--- src/rtl/uart_tx_arbiter_if.sv ---
// Byte-write and UART handshake bundle between the two harts, the arbiter and the transmitter.
// The arbiter takes the slave side; the CPU/UART environment takes the master side.
interface uart_tx_arbiter_if;
    logic       a_valid;
    logic [7:0] a_data;
    logic       a_full;
    logic       a_drop;
    logic       b_valid;
    logic [7:0] b_data;
    logic       b_full;
    logic       b_drop;
    logic       o_valid;
    logic [7:0] o_data;
    logic       o_src;
    logic       i_ready;
    logic       idle;

    modport slave (
        input  a_valid, a_data, b_valid, b_data, i_ready,
        output a_full, a_drop, b_full, b_drop, o_valid, o_data, o_src, idle
    );

    modport master (
        output a_valid, a_data, b_valid, b_data, i_ready,
        input  a_full, a_drop, b_full, b_drop, o_valid, o_data, o_src, idle
    );
endinterface

--- src/rtl/uart_tx_arbiter.sv ---
// Merges hart A and hart B UART byte writes through per-hart FIFOs into one
// registered valid/ready byte stream with round-robin arbitration.
module uart_tx_arbiter_fifo #(
    parameter int DEPTH = 16,
    parameter int AW    = 4
) (
    input  logic       clk,
    input  logic       reset,
    input  logic       push_valid,
    input  logic [7:0] push_data,
    input  logic       pop,
    output logic       full,
    output logic       drop,
    output logic       nonempty,
    output logic [7:0] head
);
    localparam logic [AW:0] FULL_COUNT = (AW + 1)'(DEPTH);

    logic [7:0]    mem [DEPTH];
    logic [AW-1:0] wr_ptr;
    logic [AW-1:0] rd_ptr;
    logic [AW:0]   count;
    logic          push;

    // Full comes from the registered count, so a same-cycle pop never frees room for a push.
    assign full     = (count == FULL_COUNT);
    assign nonempty = (count != '0);
    assign push     = push_valid & ~full;
    assign head     = mem[rd_ptr];

    always_ff @(posedge clk) begin
        if (!reset && push) begin
            mem[wr_ptr] <= push_data;
        end
    end

    always_ff @(posedge clk) begin
        if (reset) begin
            wr_ptr <= '0;
            rd_ptr <= '0;
            count  <= '0;
            drop   <= 1'b0;
        end else begin
            if (push) begin
                wr_ptr <= wr_ptr + 1'b1;
            end
            if (pop) begin
                rd_ptr <= rd_ptr + 1'b1;
            end
            case ({push, pop})
                2'b10:   count <= count + 1'b1;
                2'b01:   count <= count - 1'b1;
                default: count <= count;
            endcase
            if (push_valid && full) begin
                drop <= 1'b1;
            end
        end
    end
endmodule

module uart_tx_arbiter #(
    parameter int DEPTH = 16,
    parameter int AW    = 4
) (
    input  logic                 clk,
    input  logic                 reset,
    uart_tx_arbiter_if.slave     bus
);
    logic       a_nonempty;
    logic       b_nonempty;
    logic [7:0] a_head;
    logic [7:0] b_head;
    logic       pop_a;
    logic       pop_b;
    logic       load_ok;
    logic       grant;
    logic       grant_b;
    logic       last;
    logic       o_valid_q;
    logic [7:0] o_data_q;
    logic       o_src_q;

    uart_tx_arbiter_fifo #(.DEPTH(DEPTH), .AW(AW)) u_fifo_a (
        .clk        (clk),
        .reset      (reset),
        .push_valid (bus.a_valid),
        .push_data  (bus.a_data),
        .pop        (pop_a),
        .full       (bus.a_full),
        .drop       (bus.a_drop),
        .nonempty   (a_nonempty),
        .head       (a_head)
    );

    uart_tx_arbiter_fifo #(.DEPTH(DEPTH), .AW(AW)) u_fifo_b (
        .clk        (clk),
        .reset      (reset),
        .push_valid (bus.b_valid),
        .push_data  (bus.b_data),
        .pop        (pop_b),
        .full       (bus.b_full),
        .drop       (bus.b_drop),
        .nonempty   (b_nonempty),
        .head       (b_head)
    );

    assign load_ok = ~o_valid_q | bus.i_ready;

    // On contention the hart that did not win last time gets the slot (last = 1 means B).
    always_comb begin
        grant   = 1'b0;
        grant_b = 1'b0;
        if (load_ok) begin
            if (a_nonempty && b_nonempty) begin
                grant   = 1'b1;
                grant_b = ~last;
            end else if (a_nonempty) begin
                grant   = 1'b1;
            end else if (b_nonempty) begin
                grant   = 1'b1;
                grant_b = 1'b1;
            end
        end
    end

    assign pop_a = grant & ~grant_b;
    assign pop_b = grant & grant_b;

    always_ff @(posedge clk) begin
        if (reset) begin
            o_valid_q <= 1'b0;
            o_data_q  <= 8'h00;
            o_src_q   <= 1'b0;
            last      <= 1'b1;
        end else if (grant) begin
            o_valid_q <= 1'b1;
            o_data_q  <= grant_b ? b_head : a_head;
            o_src_q   <= grant_b;
            last      <= grant_b;
        end else if (bus.i_ready) begin
            o_valid_q <= 1'b0;
        end
    end

    assign bus.o_valid = o_valid_q;
    assign bus.o_data  = o_data_q;
    assign bus.o_src   = o_src_q;
    assign bus.idle    = ~a_nonempty & ~b_nonempty & ~o_valid_q;
endmodule

--- src/flat_wrapper.sv ---
// flat-port wrapper written by rule: the top's interface ports become plain ports
module uart_tx_arbiter_flat 
#(
    parameter int DEPTH = 16,
    parameter int AW    = 4
)
  (clk, reset, bus_a_valid, bus_a_data, bus_b_valid, bus_b_data, bus_i_ready, bus_a_full, bus_a_drop, bus_b_full, bus_b_drop, bus_o_valid, bus_o_data, bus_o_src, bus_idle);
  uart_tx_arbiter_if bus_i ();
  input  logic clk;
  input  logic reset;
  input wire logic [$bits(bus_i.a_valid)-1:0] bus_a_valid;
  input wire logic [$bits(bus_i.a_data)-1:0] bus_a_data;
  input wire logic [$bits(bus_i.b_valid)-1:0] bus_b_valid;
  input wire logic [$bits(bus_i.b_data)-1:0] bus_b_data;
  input wire logic [$bits(bus_i.i_ready)-1:0] bus_i_ready;
  output wire logic [$bits(bus_i.a_full)-1:0] bus_a_full;
  output wire logic [$bits(bus_i.a_drop)-1:0] bus_a_drop;
  output wire logic [$bits(bus_i.b_full)-1:0] bus_b_full;
  output wire logic [$bits(bus_i.b_drop)-1:0] bus_b_drop;
  output wire logic [$bits(bus_i.o_valid)-1:0] bus_o_valid;
  output wire logic [$bits(bus_i.o_data)-1:0] bus_o_data;
  output wire logic [$bits(bus_i.o_src)-1:0] bus_o_src;
  output wire logic [$bits(bus_i.idle)-1:0] bus_idle;
  assign bus_i.a_valid = bus_a_valid;
  assign bus_i.a_data = bus_a_data;
  assign bus_i.b_valid = bus_b_valid;
  assign bus_i.b_data = bus_b_data;
  assign bus_i.i_ready = bus_i_ready;
  assign bus_a_full = bus_i.a_full;
  assign bus_a_drop = bus_i.a_drop;
  assign bus_b_full = bus_i.b_full;
  assign bus_b_drop = bus_i.b_drop;
  assign bus_o_valid = bus_i.o_valid;
  assign bus_o_data = bus_i.o_data;
  assign bus_o_src = bus_i.o_src;
  assign bus_idle = bus_i.idle;
  uart_tx_arbiter #(.DEPTH(DEPTH), .AW(AW)) u_core (.clk(clk), .reset(reset), .bus(bus_i));
endmodule
--- config.mk ---
export PLATFORM = sky130hd
export DESIGN_NAME = uart_tx_arbiter_flat
export DESIGN_NICKNAME = d
export VERILOG_FILES = /design/src/rtl/uart_tx_arbiter_if.sv /design/src/rtl/uart_tx_arbiter.sv /design/src/flat_wrapper.sv
export SDC_FILE = /design/constraint.sdc
export NUM_CORES = 1
export LEC_CHECK = 0
export BUFFER_PORTS_ARGS = -buffer_cell sky130_fd_sc_hd__buf_4
export CAP_MARGIN = 20
export CORE_ASPECT_RATIO = 1.2
export CORE_UTILIZATION = 55
export DETAILED_ROUTE_END_ITERATION = 8
export GPL_TIMING_DRIVEN = 0
export PLACE_DENSITY = 0.72
export SETUP_SLACK_MARGIN = 0.02
export SLEW_MARGIN = 10
export SYNTH_ARGS = -nofsm -noshare
export SYNTH_HDL_FRONTEND = slang
export SYNTH_SLANG_ARGS = --single-unit
--- constraint.sdc ---
create_clock -name clk -period 4.3 [get_ports clk]
set_input_delay 0.43 -clock clk [delete_from_list [all_inputs] [get_ports clk]]
set_output_delay 0.43 -clock clk [all_outputs]
set_load 0.005 [all_outputs]
==> results.yml, run 1 <==
outcome:
  run_status: "finished, final reports clean"
final_layout:
  fin_nets: 773
  stdcell_count: 1033
  areaGrowthSynthToFinish_pct: 13.09
  regArea_um2: 8628
  final_area_um2: 13670
  post-route-util_pct: 63.21
  diodes: 0
  multi_input_area_um2: 3269
  drive_gt1_share_pct: 23.98
  fillCellCount: 1469
sta:
  fmax_mhz: 285.1
  rsz0062_at_grt: "false"
  post-route-min-period_ps: 3508
  fin_skew_ps: 17.69
  hold_viol: 0
  report.final.slew_viol_count: 0
  fin_tns_setup_ps: 0
  hold_slack_ps: 126.9
  setup_viol: 0
  maxSlewHeadroom_pct: 22.06
  worstMarginPinSlew_ps: 1169
  min_period_over_period_pct: 81.57
clock_tree:
  clock_tree.root_cell: "clkbuf_16"
  postCtsHoldBufs: 0
  cts_made_buffers: 29
  postCtsSetupBuffers: 0
  cts_tree: "yes"
  ctsResizeCount: 0
  cts_buffer_depth: 3
  clkLatencyLatePin_ps: 560
  clock-sinks: 303
  path_clk_slew_ps: 60
  cts_htree_levels: 1
detailed_routing:
  wire_per_inst_um: 22.59
  wl_met1_um: 9395
  first_pass_iters: 5
  routed-via-count: 6187
  totalWireLength_um: 23330
  wl_met2_um: 12370
  viasPerCell: 5.989
  top_layer: "met4"
  ant_nets: 0
  wl_met3_um: 944
  drc_errors: 0
  drt-initial-drc-count: 408
power_and_ir_drop:
  leakagePower_uw: 0.004470
  irDropWorstVdd_mv: 0.3606
  power.density_nw_per_um2: 544.4
setup_path:
  crit_fanout: 10
  start_kind: "register"
  cp.arrival_ps: 3940
  required_ps: 4740
  crit_type: "register to register"
  endpoint_kind: "register"
flow_run:
  cap_violations: 0
synth:
  avgSynthCellArea_um2: 18.07
  synth_cell_type_count: 55
  synthCells: 669
  ys.warnings.count: 0
  synth-seq-cells: 303
  synth_ff_type: "edfxtp_1"
  syn_area_um2: 12090
  postSynth.asyncResetShare_pct: 0
  synth_nets: 705
  yosysSeqAreaShare_pct: 71.37
  synth_edf_count: 256
placement:
  hpwl_um: 15860
  placed_cell_area_um2: 12720
  numPortBuffers: 35
  gp_congestion: 0.8055
  dp_cells: 980
floorplan:
  dieWidth_um: 137.3
  row_count: 59
  dieArea_um2: 22580
  core_um2: 21630
  die_h_um: 164.4
  ios: 36
  start_util_pct: 55.89
worst_hold_path:
  hold_path.class: "primary input to register"
global_routing:
  grt_first_pass_wirelength_um: 36740
  antenna_found_initial: 1
  grt_overflow: 0
  grt_pass1_vias: 6458
  track_usage_pct: 22.16
  grt_start_max_net_pins: 17
-- cell usage in the layout, fill, tap and decap left out, types with 2 or more instances in the layout --
master       n
dfxtp_1     47
buf_2       10
o21a_1       2
clkbuf_16   29
mux4_2      80
clkinv_2     7
bufinv_16    4
edfxtp_1   256
o31ai_1      2
buf_6        2
ha_1        15
a41oi_1      2
a21o_1       3
nand2_1     40
inv_1        8
nand3_1      3
or4_1        2
nand2b_1     5
xor2_1      14
o21ai_0      4
nor3_2       4
xnor2_1      6
mux2i_1      3
a22oi_1      9
buf_4       35
nor2_1      70
nor3_1       6
or3_1        3
nor2b_1      3
nand4_1      5
clkinv_1     5
a21oi_1     15
clkbuf_1    24
buf_1        7
-- cell type report --
type                    count  area share, %
flip-flops and latches    303          63.11
multi-input cells         321          23.91
clock buffers              34          5.445
well taps                 274          2.508
repair buffers             37          1.995
clock inverters            19          1.519
plain buffers              36          1.171
inverters                   9         0.3386
-- final timing paths --
check / slack, ps / depth (start not counted) / to / start
worst max-delay path: 790 / 13 / u_core.u_fifo_b.count[4] / u_core.u_fifo_a.count[2]
worst min-delay path: 130 / 3 / u_core.u_fifo_a.drop / bus_a_valid
worst max register to register: 790 / 13 / u_core.u_fifo_b.count[4] / u_core.u_fifo_a.count[2]
worst min register to register: 450 / 2 / u_core.bus.o_data[6] / u_core.bus.o_data[6]
-- power breakdown --
| group | internal [uW] | total (uW) | switching (uW) | leakage (uW) |
|---|---|---|---|---|
| clock network | 1480 | 2530 | 1050 | 0.000469 |
| logic | 696 | 1510 | 810 | 0.00131 |
| registers | 3320 | 3410 | 87.8 | 0.00269 |
| total | 5500 | 7440 | 1950 | 0.00447 |
-- synthesized netlist by cell type (all sizes together), types with 3 or more instances --
| cell type | instances | area share (%) |
|---|---|---|
| xnor2 | 6 | 0.43 |
| nand3 | 3 | 0.12 |
| mux2i | 3 | 0.25 |
| nor3 | 10 | 0.46 |
| o21ai | 5 | 0.21 |
| a22oi | 9 | 0.56 |
| clkbuf | 19 | 0.59 |
| nand2b | 5 | 0.26 |
| a21oi | 16 | 0.69 |
| edfxtp | 256 | 64 |
| mux4 | 80 | 15 |
| nand2 | 40 | 1.2 |
| a41oi | 3 | 0.28 |
| xor2 | 14 | 1.0 |
| inv | 8 | 0.25 |
| a21o | 3 | 0.19 |
| or3 | 4 | 0.25 |
| nand4 | 5 | 0.26 |
| nor2b | 3 | 0.16 |
| nor2 | 70 | 2.2 |
| dfxtp | 47 | 7.8 |
| ha | 15 | 1.6 |
| buf | 17 | 0.73 |
-- stage by stage --
step                      power (uW)  setup slack [ps]
final                           7443             792.4
after global routing            7747             452.7
after global placement          4898             961.3
after detailed placement        4968             852.0
after floorplan                 4531              1215
after CTS                       7486             824.1
-- per-layer routing --
layer / global-route usage (%) / vias to the layer above
met5: 0 / -
met1: 28.41 / 3193
li1: - / 2779
met4: 7.143 / 0
met3: 2.486 / 45
met2: 39.37 / 170
-- kinds of logic (layout without fill, tap and decap cells) --
logic type               after synthesis  count (layout)  share of synthesized area (%)
adder cells (fa/ha/maj)               15              15                          1.552
multiplexers                          85              85                          15.34
buffers and inverters                 45             135                          1.708
AO/OA/AOI/OAI                         50              50                          2.877
AND/OR/NAND/NOR                      151             151                          5.703
XOR/XNOR                              20              20                          1.449
flip-flops                           303             303                          71.37
-- registers in the layout, indices dropped and copies added, names as in the netlist, named ones only --
signal                  flops
u_core.u_fifo_b.drop        1
u_core.u_fifo_a.mem       128
u_core.bus.o_data           8
u_core.last                 1
u_core.u_fifo_a.count       5
u_core.u_fifo_b.mem       128
u_core.u_fifo_b.wr_ptr      4
u_core.u_fifo_a.rd_ptr      4
u_core.u_fifo_a.drop        1
u_core.u_fifo_b.count       5
u_core.u_fifo_a.wr_ptr      4
u_core.u_fifo_b.rd_ptr      4
u_core.bus.o_valid          1
u_core.bus.o_src            1
-- critical path: stages, from the launching register on --
cell and delay (ps):
dfxtp_1 290, buf_2 160, nor3_1 360, nand2_1 120
a21oi_2 420, ha_1 260, clkbuf_1 310, xor2_1 120
ha_1 260, nand2b_1 150, a21oi_1 190, a221oi_1 70
o32ai_1 290, mux2_2 370
No activity file was read; power rests on OpenSTA's default activity.
==> run 2, diff against run 1 <==
clock period = 3.3 ns   (was 4.3 ns; I/O delays follow)
==> results.yml, run 2 (synthesis gave the netlist of run 1 again) <==
global_routing:
  track_usage_pct: 22.14
  grt_start_max_net_pins: 17
  grt_overflow: 0
  grt_first_pass_wirelength_um: 36710
  antenna_found_initial: 1
  grt_pass1_vias: 6450
clock_tree:
  clkLatencyLatePin_ps: 560
  cts_buffer_depth: 3
  cts_made_buffers: 29
  cts_tree: "yes"
  cts_htree_levels: 1
  clock-sinks: 303
  path_clk_slew_ps: 60
  clock_tree.root_cell: "clkbuf_16"
  postCtsHoldBufs: 0
final_layout:
  layout_common_cells: "edfxtp_1, mux4_2, nor2_1, dfxtp_1, nand2_1"
  diodes: 0
  areaGrowthSynthToFinish_pct: 13.62
  post-route-util_pct: 63.50
  drive_gt1_share_pct: 25.43
  stdcell_count: 1033
  layout.cells.most_common: "edfxtp_1"
  fin_nets: 773
power_and_ir_drop:
  finalPower_uw: 9789
  power.density_nw_per_um2: 712.7
  irDropWorstVdd_mv: 0.4701
  leakagePower_uw: 0.004486
setup_path:
  required_ps: 3740
  crit_fanout: 9
  start_kind: "register"
  cp.arrival_ps: 3560
  crit_type: "register to register"
  endpoint_kind: "register"
placement:
  dp_cells: 980
  gp_congestion: 0.8055
  hpwl_um: 15860
  numPortBuffers: 35
  pre_cts_ws_ps: -148.0
floorplan:
  row_count: 59
  dieWidth_um: 137.3
  start_util_pct: 55.89
  die_h_um: 164.4
  core_um2: 21630
  dieArea_um2: 22580
  ios: 36
sta:
  report.final.slew_viol_count: 0
  post-route-min-period_ps: 3123
  min_period_over_period_pct: 94.63
  fmax_mhz: 320.2
  fin_tns_setup_ps: 0
  fin_skew_ps: 15.01
  fin_ws_ps: 177.3
  setup_viol: 0
  rsz0062_at_grt: "false"
  maxSlewHeadroom_pct: 24.23
  hold_viol: 0
  worstMarginPinSlew_ps: 1137
detailed_routing:
  routed-via-count: 6197
  totalWireLength_um: 23500
  drt-initial-drc-count: 425
  first_pass_iters: 5
  wire_per_inst_um: 22.75
  drc_errors: 0
  ant_nets: 0
  viasPerCell: 5.999
worst_hold_path:
  hold_path.class: "primary input to register"
outcome:
  run_status: "finished, final reports clean"
flow_run:
  cap_violations: 0
## run 2: metrics by stage
step / cell area [um^2] / hold slack, ps
CTS: 13690 / 15.76
global placement: 12690 / 437.1
floorplan: 12090 / 428.9
global route: 13740 / 35.71
detailed placement: 12720 / 436.7
finish: 13740 / 27.29
## run 2: cell type report
type,instances,area (um^2)
clock buffers,34,744.5
repair buffers,40,295.3
inverters,9,46.29
multi-input cells,321,3322
clock inverters,19,207.7
well taps,274,342.8
fillers,1455,7894
plain buffers,33,148.9
flip-flops and latches,303,8628
## run 2: timing repair
action	in CTS	in global routing
gates cloned	0	0
setup endpoints to repair	2	3
gates resized for setup	5	6
pin swaps	1	3
buffers inserted	0	3
## run 2: path summary, 6_finish.rpt
kind	depth (start not counted)	startpoint	endpoint	slack, ps
setup / recovery	12	u_core.u_fifo_b.count[1]	u_core.u_fifo_b.count[4]	180
hold / removal	3	bus_a_valid	u_core.u_fifo_a.drop	30
setup reg to reg	12	u_core.u_fifo_b.count[1]	u_core.u_fifo_b.count[4]	180
hold reg to reg	2	u_core.bus.o_data[6]	u_core.bus.o_data[6]	450
## run 2: worst max-delay path: stages (launching register included)
cell      delay [ps]
dfxtp_1          290
buf_2            170
or4_4            550
o21ai_4          190
a21oi_4          100
ha_4             230
xor2_1           140
ha_1             240
nand2b_1         150
a21oi_1          190
a221oi_1          70
o32ai_1          320
mux2_2           370
## run 2: routing by layer
layer	GRT usage (%)	up-vias	share of wire, %
li1	-	2786	-
met1	28.45	3205	41
met2	39.28	164	53
met3	2.486	42	3.8
met4	7.143	0	2.5
met5	0	-	0
## run 2: where the power goes
| part | leakage [uW] | switching [uW] | internal [uW] |
|---|---|---|---|
| sequential | 0.00269 | 122 | 4320 |
| combinational | 0.00133 | 1090 | 957 |
| clock | 0.000469 | 1370 | 1930 |
